File: src/rtl/mem_port_arbiter_pkg.sv
// Shared encodings for the unified memory port arbiter: mode states, read owner tags,
// request-vector indices and the starvation counter width helper.
package mem_port_arbiter_pkg;

   typedef enum logic [1:0] {
      ST_RUN   = 2'd0,
      ST_DRAIN = 2'd1,
      ST_LOAD  = 2'd2
   } state_t;

   typedef enum logic [1:0] {
      TAG_NONE   = 2'd0,
      TAG_INSTR  = 2'd1,
      TAG_DATA   = 2'd2,
      TAG_LOADER = 2'd3
   } tag_t;

   localparam int REQ_I = 0;
   localparam int REQ_D = 1;
   localparam int NREQ  = 2;

   // A zero limit still needs a one-bit counter so the port widths stay legal.
   function automatic int starve_w(input int limit);
      return (limit > 0) ? $clog2(limit + 1) : 1;
   endfunction

endpackage

File: src/rtl/mem_port_prio_sel.sv
// Fixed-priority core selector: data ahead of fetch unless fetch is promoted.
// Purely combinational, one-hot or empty grant.
module mem_port_prio_sel
   import mem_port_arbiter_pkg::*;
(
   input  logic [NREQ-1:0] req,
   input  logic            promote,
   output logic [NREQ-1:0] gnt
);

   always_comb begin
      gnt = '0;
      if (promote && req[REQ_I]) begin
         gnt[REQ_I] = 1'b1;
      end else if (req[REQ_D]) begin
         gnt[REQ_D] = 1'b1;
      end else if (req[REQ_I]) begin
         gnt[REQ_I] = 1'b1;
      end
   end

endmodule

File: src/rtl/mem_port_arbiter.sv
// Shares one synchronous-read memory between fetch, data and loader ports: same-cycle grants,
// read data returned one cycle later to the tagged owner, loader mode holds the core.
module mem_port_arbiter
   import mem_port_arbiter_pkg::*;
#(
   parameter int AW           = 12,
   parameter int DW           = 32,
   parameter int STARVE_LIMIT = 3
) (
   input  logic          clk,
   input  logic          rst,

   input  logic          ld_mode_req,
   output logic          ld_own,
   output logic          core_hold,

   input  logic          ld_req,
   input  logic          ld_we,
   input  logic [AW-1:0] ld_addr,
   input  logic [DW-1:0] ld_wdata,
   output logic          ld_gnt,
   output logic          ld_rvalid,
   output logic [DW-1:0] ld_rdata,

   input  logic          d_req,
   input  logic          d_we,
   input  logic [AW-1:0] d_addr,
   input  logic [DW-1:0] d_wdata,
   output logic          d_gnt,
   output logic          d_rvalid,
   output logic [DW-1:0] d_rdata,

   input  logic          i_req,
   input  logic [AW-1:0] i_addr,
   output logic          i_gnt,
   output logic          i_rvalid,
   output logic [DW-1:0] i_rdata,
   output logic          i_stall,

   output logic [AW-1:0] mem_addr,
   output logic [DW-1:0] mem_wdata,
   output logic          mem_we,
   input  logic [DW-1:0] mem_rdata
);

   localparam int            SW    = starve_w(STARVE_LIMIT);
   localparam logic [SW-1:0] LIMIT = SW'(STARVE_LIMIT);

   state_t          state;
   tag_t            tag;
   tag_t            tag_nxt;
   logic [SW-1:0]   starve_cnt;
   logic            promote;
   logic [NREQ-1:0] core_req;
   logic [NREQ-1:0] core_gnt;

   assign promote = (STARVE_LIMIT != 0) && (starve_cnt == LIMIT);

   // Core requests only compete in RUN; reset masks every grant.
   always_comb begin
      core_req = '0;
      if (!rst && state == ST_RUN) begin
         core_req[REQ_I] = i_req;
         core_req[REQ_D] = d_req;
      end
   end

   mem_port_prio_sel u_prio_sel (
      .req     (core_req),
      .promote (promote),
      .gnt     (core_gnt)
   );

   assign i_gnt   = core_gnt[REQ_I];
   assign d_gnt   = core_gnt[REQ_D];
   assign ld_gnt  = !rst && (state == ST_LOAD) && ld_req;
   assign i_stall = i_req && !i_gnt;

   // Idle cycles park the address on the fetch port so a late fetch sees a stable bus.
   always_comb begin
      mem_addr  = i_addr;
      mem_wdata = '0;
      mem_we    = 1'b0;
      tag_nxt   = TAG_NONE;
      if (ld_gnt) begin
         mem_addr  = ld_addr;
         mem_wdata = ld_wdata;
         mem_we    = ld_we;
         tag_nxt   = ld_we ? TAG_NONE : TAG_LOADER;
      end else if (d_gnt) begin
         mem_addr  = d_addr;
         mem_wdata = d_wdata;
         mem_we    = d_we;
         tag_nxt   = d_we ? TAG_NONE : TAG_DATA;
      end else if (i_gnt) begin
         mem_addr  = i_addr;
         tag_nxt   = TAG_INSTR;
      end
   end

   assign i_rvalid  = (tag == TAG_INSTR);
   assign d_rvalid  = (tag == TAG_DATA);
   assign ld_rvalid = (tag == TAG_LOADER);
   assign i_rdata   = mem_rdata;
   assign d_rdata   = mem_rdata;
   assign ld_rdata  = mem_rdata;

   always_ff @(posedge clk) begin
      if (rst) begin
         state     <= ST_RUN;
         ld_own    <= 1'b0;
         core_hold <= 1'b0;
      end else begin
         case (state)
            ST_RUN: begin
               if (ld_mode_req) begin
                  state     <= ST_DRAIN;
                  core_hold <= 1'b1;
               end
            end
            // A read granted on the entry cycle returns during the first DRAIN cycle;
            // only once that tag has cleared is the memory handed over.
            ST_DRAIN: begin
               if (!ld_mode_req) begin
                  state     <= ST_RUN;
                  core_hold <= 1'b0;
               end else if (tag == TAG_NONE) begin
                  state  <= ST_LOAD;
                  ld_own <= 1'b1;
               end
            end
            ST_LOAD: begin
               if (!ld_mode_req) begin
                  state     <= ST_RUN;
                  ld_own    <= 1'b0;
                  core_hold <= 1'b0;
               end
            end
            default: begin
               state     <= ST_RUN;
               ld_own    <= 1'b0;
               core_hold <= 1'b0;
            end
         endcase
      end
   end

   always_ff @(posedge clk) begin
      if (rst) begin
         tag <= TAG_NONE;
      end else begin
         tag <= tag_nxt;
      end
   end

   always_ff @(posedge clk) begin
      if (rst || state != ST_RUN || !i_req || i_gnt) begin
         starve_cnt <= '0;
      end else if (starve_cnt != LIMIT) begin
         starve_cnt <= starve_cnt + 1'b1;
      end
   end

endmodule

File: config.mk
export PLATFORM = sky130hd
export DESIGN_NAME = mem_port_arbiter
export DESIGN_NICKNAME = d
export VERILOG_FILES = /design/src/rtl/mem_port_arbiter_pkg.sv /design/src/rtl/mem_port_prio_sel.sv /design/src/rtl/mem_port_arbiter.sv
export SDC_FILE = /design/constraint.sdc
export NUM_CORES = 1
export LEC_CHECK = 0
export CORE_AREA = 2 2 111 113
export CTS_BUF_LIST = sky130_fd_sc_hd__clkbuf_4
export DETAILED_ROUTE_END_ITERATION = 7
export DIE_AREA = 0 0 113 115
export SLEW_MARGIN = 30
export SYNTH_ARGS = -nofsm -noshare
export SYNTH_HDL_FRONTEND = slang
export SYNTH_HIERARCHICAL = 1
export SYNTH_SLANG_ARGS = --single-unit
File: constraint.sdc
create_clock -name clk -period 2.59 [get_ports clk]
set_input_delay 0.3885 -clock clk [delete_from_list [all_inputs] [get_ports clk]]
set_output_delay 0.3885 -clock clk [all_outputs]
set_load 0.1 [all_outputs]
Word level (Yosys, flattened, before mapping):

Index checks and enable logic that the tools add are counted.

* add/subtract/negate cells: 1
* equality and inequality tests: 13
* mux-type cells: 28
* bitwise logic cells: 1
* reductions and logical operators: 18

Operators with widths (number)
* two-way mux 32 bit: 2
* two-way mux 12 bit: 2
* two-way mux 2 bit: 9
* two-way mux 1 bit: 12
* != test 2 bit, second input constant: 6
* == test 2 bit, second input constant: 4
* one-hot mux 2 bit (3 select lines): 1
* logical AND 1 bit: 5
* == test 2 x 1 -> 1 bit, second input constant: 2
* logical NOT 2 bit: 2
* AND reduction 4 bit: 1
* logical NOT 1 bit: 3
* logical OR 1 bit: 3
* != test 3 bit, second input constant: 1
* one-hot mux 1 bit (3 select lines): 1
* AND reduction 3 bit: 1
* adder 2 x 1 -> 2 bit, second input constant: 1
* one-hot mux 1 bit (2 select lines): 1
* AND reduction 2 bit: 1
* nonzero test 2 bit: 1
* OR reduction 2 bit: 1
* inverter 1 bit: 1

* flip-flop bits (word level): 8
* input bits: 140
* output and inout port bits: 150
* logic and storage cells: 66

Longest topological paths before layout:

* depth in word-level cells: 9
* depth in mapped cells: 9
* depth with buffers taken out: 7

Hierarchy:

Netlist, hierarchy kept.

Modules (own cells, without submodules)
* mem_port_arbiter: instances 1, cells each 297, area each 1936.9 µm², sequential area each 160.2 µm²
* mem_port_prio_sel: instances 1, cells each 3, area each 18.8 µm², sequential area each 0.0 µm²

Worst setup path before layout:

No wires, ideal clock.

* kind: register -> output
* start: register state[1]
* end: output mem_addr[0]
* data arrival time: 5037 ps
* data required time: 2202 ps
* path slack: -2835 ps
* stages on the path, launching flop included: 8
* buffers on the path: 1
* path through: dfxtp_1 > inv_1 > ha_1 > and3b_1 > a21boi_1 > buf_2 > mux2i_1 > o21ai_0

* longest elaborated chain between the ends: 7
* elaborated cells on any way between the ends: 11
* classes of those cells: eq/ne (1); mux (5); reduce/logical (5)

Ends and longest elaborated chain
* start, declared: line mem_port_arbiter.sv:49 `state_t state;`
* start signal, assigned: line mem_port_arbiter.sv:110 `state <= ST_RUN;`
* start signal, assigned: line mem_port_arbiter.sv:117 `state <= ST_DRAIN;`
* start signal, assigned: line mem_port_arbiter.sv:125 `state <= ST_RUN;`
* logical NOT 2 bit: line mem_port_arbiter.sv:62 `if (!rst && state == ST_RUN) begin`
* logical AND 1 bit: line mem_port_arbiter.sv:62
* two-way mux 2 bit: line mem_port_arbiter.sv:62
* net core_req[1]: line mem_port_arbiter.sv:54 `logic [NREQ-1:0] core_req;`
* two-way mux 1 bit: line mem_port_prio_sel.sv:15 `end else if (req[REQ_D]) begin`
* two-way mux 1 bit: line mem_port_prio_sel.sv:13 `if (promote && req[REQ_I]) begin`
* net d_gnt: line mem_port_arbiter.sv:29 `output logic d_gnt,`
* two-way mux 12 bit: line mem_port_arbiter.sv:90 `end else if (d_gnt) begin`
* two-way mux 12 bit: line mem_port_arbiter.sv:85 `if (ld_gnt) begin`
* end, declared: line mem_port_arbiter.sv:40 `output logic [AW-1:0] mem_addr,`

The timed path passes the listed nets, and every way through them passes these cells.

Worst setup path in the final report:

* start: input rst
* end: output mem_addr[1]

* longest elaborated chain between the ends: 7
* elaborated cells on any way between the ends: 10
* classes of those cells: mux (5); reduce/logical (5)

Ends and longest elaborated chain
* start, declared: line mem_port_arbiter.sv:11 `input logic rst,`
* logical NOT 1 bit: line mem_port_arbiter.sv:62
* logical AND 1 bit: line mem_port_arbiter.sv:62
* two-way mux 2 bit: line mem_port_arbiter.sv:62
* net core_req[1]: line mem_port_arbiter.sv:54
* two-way mux 1 bit: line mem_port_prio_sel.sv:15
* two-way mux 1 bit: line mem_port_prio_sel.sv:13
* two-way mux 12 bit: line mem_port_arbiter.sv:90
* two-way mux 12 bit: line mem_port_arbiter.sv:85

The timed path passes the listed nets, and every way through them passes these cells.

==> results.ini <==
[global_routing]
grt-ovfl-total = 0
grt.total_usage = 0.115
grt_pass1_wl_um = 11500
antenna_found_initial = 0
first_global_vias = 2096
grt_max_degree = 44

[power]
leakage_nw = 1.63
p_per_area_nw_per_um2 = 519
peakVddDrop_mv = 0.343

[hold_path]
hold_class = reg2reg

[critical_path]
crit_type = in2out
slowest_stage = clkdlybuf4s50_1
crit_arrival_ns = 2.14
end_kind = output port
critPathRequiredTime_ns = 2.20
cp_num_buf_inv = 4
slowest_delay_ns = 0.49
crit_fanout = 5
critPathLaunchType = input port
cp_common_cell = buf_12
crit_chain = clkdlybuf4s50_1 > and3b_2 > a21boi_4 > buf_12 > clkbuf_16 > mux2i_4 > o21ai_4 > buf_12
crit_family = buffers and inverters

[cells_and_area]
fin_util = 0.354
seq_area_um2 = 163
layoutNonFillerInstCount = 518
area_growth_pct = 114
final_area_um2 = 4180
fillers = 1206
nNetsFinal = 518
n_antenna_cell = 0
layout-drive-gt1-share = 0.394
multi_input_area_um2 = 1460

[timing]
worstMarginPinSlew_ns = 0.340
slew_viol_final = 0
timing.fmax_mhz = 395
setup_violations = 0
relSlewSlack = 0.772
whs_ns = 0.507
skew_ns = 0.00536
hold_violations = 0
setup_tns_ns = 0
rsz0062_at_grt = no
period_share = 0.976
min_period_ns = 2.53

[route]
drt_first_pass_iters = 8
routed_wirelength_um = 8560
viasPerCell = 4.14
wl_per_cell_um = 16.5
num_vias = 2142
ant_nets = 0
first_iter_violations = 101
drc = 19

[cts]
h-tree-depth = 1
path_clk_slew_ns = 0.06
clkLatencyLatePin_ns = 0.25
cts_inserted_buffers = 3
postCtsHoldBufs = 0
cts_tree = done
cts.sinks = 8
cts_root_buf = clkbuf_4
clk_path_buf_depth = 2

[placed_design]
dpl.hpwl_um = 7150
io_buffers = 161
dp_cells = 507
gp_congestion = 0.736
place_area_um2 = 4020

[floorplanning]
start_util = 0.166
num_rows = 40
ios = 290
core_um2 = 11800
die-area_um2 = 13000
die_x_um = 113
dieHeight_um = 115

[logic_synthesis]
ys_seq_area_frac = 0.0819
syn_inst = 300
yosysWarnings = 6
syn_area_um2 = 1960
synth_fp_nets = 445
synth_top_area_share = 0.372
syn_area_per_cell_um2 = 6.52
synth_cell_types = 32
synth.area.top_cells = buf_4 (37%), nand2_1 (15%), nand3_1 (8.4%)
synth_top_area_cell = buf_4
synth_seq_cells = 8

[outcome]
status = complete, but fails checks
violations = design-rule violations

[job]
drv_cap = 0

## registers in the layout (all words and copies together) (netlist names)
signal and flops:
core_hold 1, starve_cnt 2, state 2, tag 2
ld_own 1
## cell usage after synthesis
cell type	count
a22oi_1	1
and2_1	1
buf_4	97
inv_2	1
buf_2	8
or2_2	1
mux2i_1	14
nand2b_1	2
nor2b_1	4
a2bb2oi_1	1
a21o_1	1
nand2_1	80
inv_1	4
a21oi_2	1
dfxtp_1	8
a21boi_1	2
nand3b_1	3
nand3_1	33
o21ai_0	13
clkbuf_1	3
a2111oi_2	1
buf_6	3
xor2_1	1
nor4b_1	1
nor3_1	2
a211o_1	1
ha_1	5
nor2b_2	1
nand3b_4	1
a21oi_1	2
nor2_1	3
and3b_1	1
## metal layers
| layer | wire length, um | GRT usage | vias to the layer above |
|---|---|---|---|
| li1 | - | - | 1020 |
| met1 | 2680 | 0.116 | 944 |
| met2 | 4590 | 0.210 | 171 |
| met3 | 1210 | 0.0569 | 7 |
| met4 | 72 | 0.0325 | 0 |
| met5 | 0 | 0 | - |
## layout make-up
cell class	count	area share
clock buffer	3	0.00539
inverter	5	0.00509
multi-input combinational	176	0.350
sequential	8	0.0389
tap	147	0.0440
timing repair buffer	179	0.557
## repair_timing
| item | CTS | global route |
|---|---|---|
| setup buffers | 0 | 5 |
| gates resized for setup | 0 | 4 |
| endpoints found under the hold margin | 0 | 0 |
| setup endpoints to repair | 0 | 26 |
## metrics by stage
step	total power, mW	setup slack, ns
global placement	2.00	0.107
finish	2.17	0.0609
detailed placement	2.02	0.0545
global route	2.26	0.000576
floorplan	2.03	-0.111
CTS	2.12	0.0384
## path summary, 6_finish.rpt
| kind | from | endpoint | slack (ns) | cells after the start |
|---|---|---|---|---|
| worst min register to register | state[0]$_SDFFE_PP0P_ | state[0]$_SDFFE_PP0P_ | 0.51 | 2 |
| worst max register to register | state[0]$_SDFFE_PP0P_ | tag[0]$_SDFF_PP0_ | 0.93 | 8 |
| worst max-delay path | rst | mem_addr[1] | 0.06 | 8 |
| worst min-delay path | state[0]$_SDFFE_PP0P_ | state[0]$_SDFFE_PP0P_ | 0.51 | 2 |
## logic make-up after synthesis
group                    share of synthesized area
buffers and inverters                        0.425
multiplexers                                0.0717
XOR/XNOR                                   0.00448
flip-flops                                  0.0819
adder cells (fa/ha/maj)                     0.0320
AO/OA/AOI/OAI                               0.0749
AND/OR/NAND/NOR                              0.310
## power by group
part	internal (mW)	leakage [nW]	switching (mW)
registers	0.145	0.0661	0.0170
logic	0.778	1.55	1.13
clock network	0.0530	0.0138	0.0420
## placed cells by master, fill, tap and decap left out, types with 2 or more instances in the layout
cell type,instances
clkdlybuf4s50_1,107
buf_12,53
nand2_1,47
nand3_1,33
nand2_4,30
buf_4,16
o21ai_4,12
mux2i_4,7
dfxtp_1,6
mux2i_1,4
ha_1,4
inv_2,3
nand2_2,3
mux2i_2,3
nand3b_1,3
nor2b_1,3
nor2_1,3
clkbuf_4,3
clkbuf_16,3
nor2b_2,2
a21oi_1,2
nor3_1,2
nand2b_1,2
dfxtp_2,2
## worst register-to-register path, cell delays in order (launching register included)
cell and delay [ns]:
dfxtp_2 0.35, inv_2 0.06, ha_4 0.18, and3b_2 0.22, a21boi_4 0.15, buf_12 0.15, buf_4 0.17, nand3b_1 0.16
a21oi_1 0.15
Note: power is estimated with default switching activity, not from simulation.
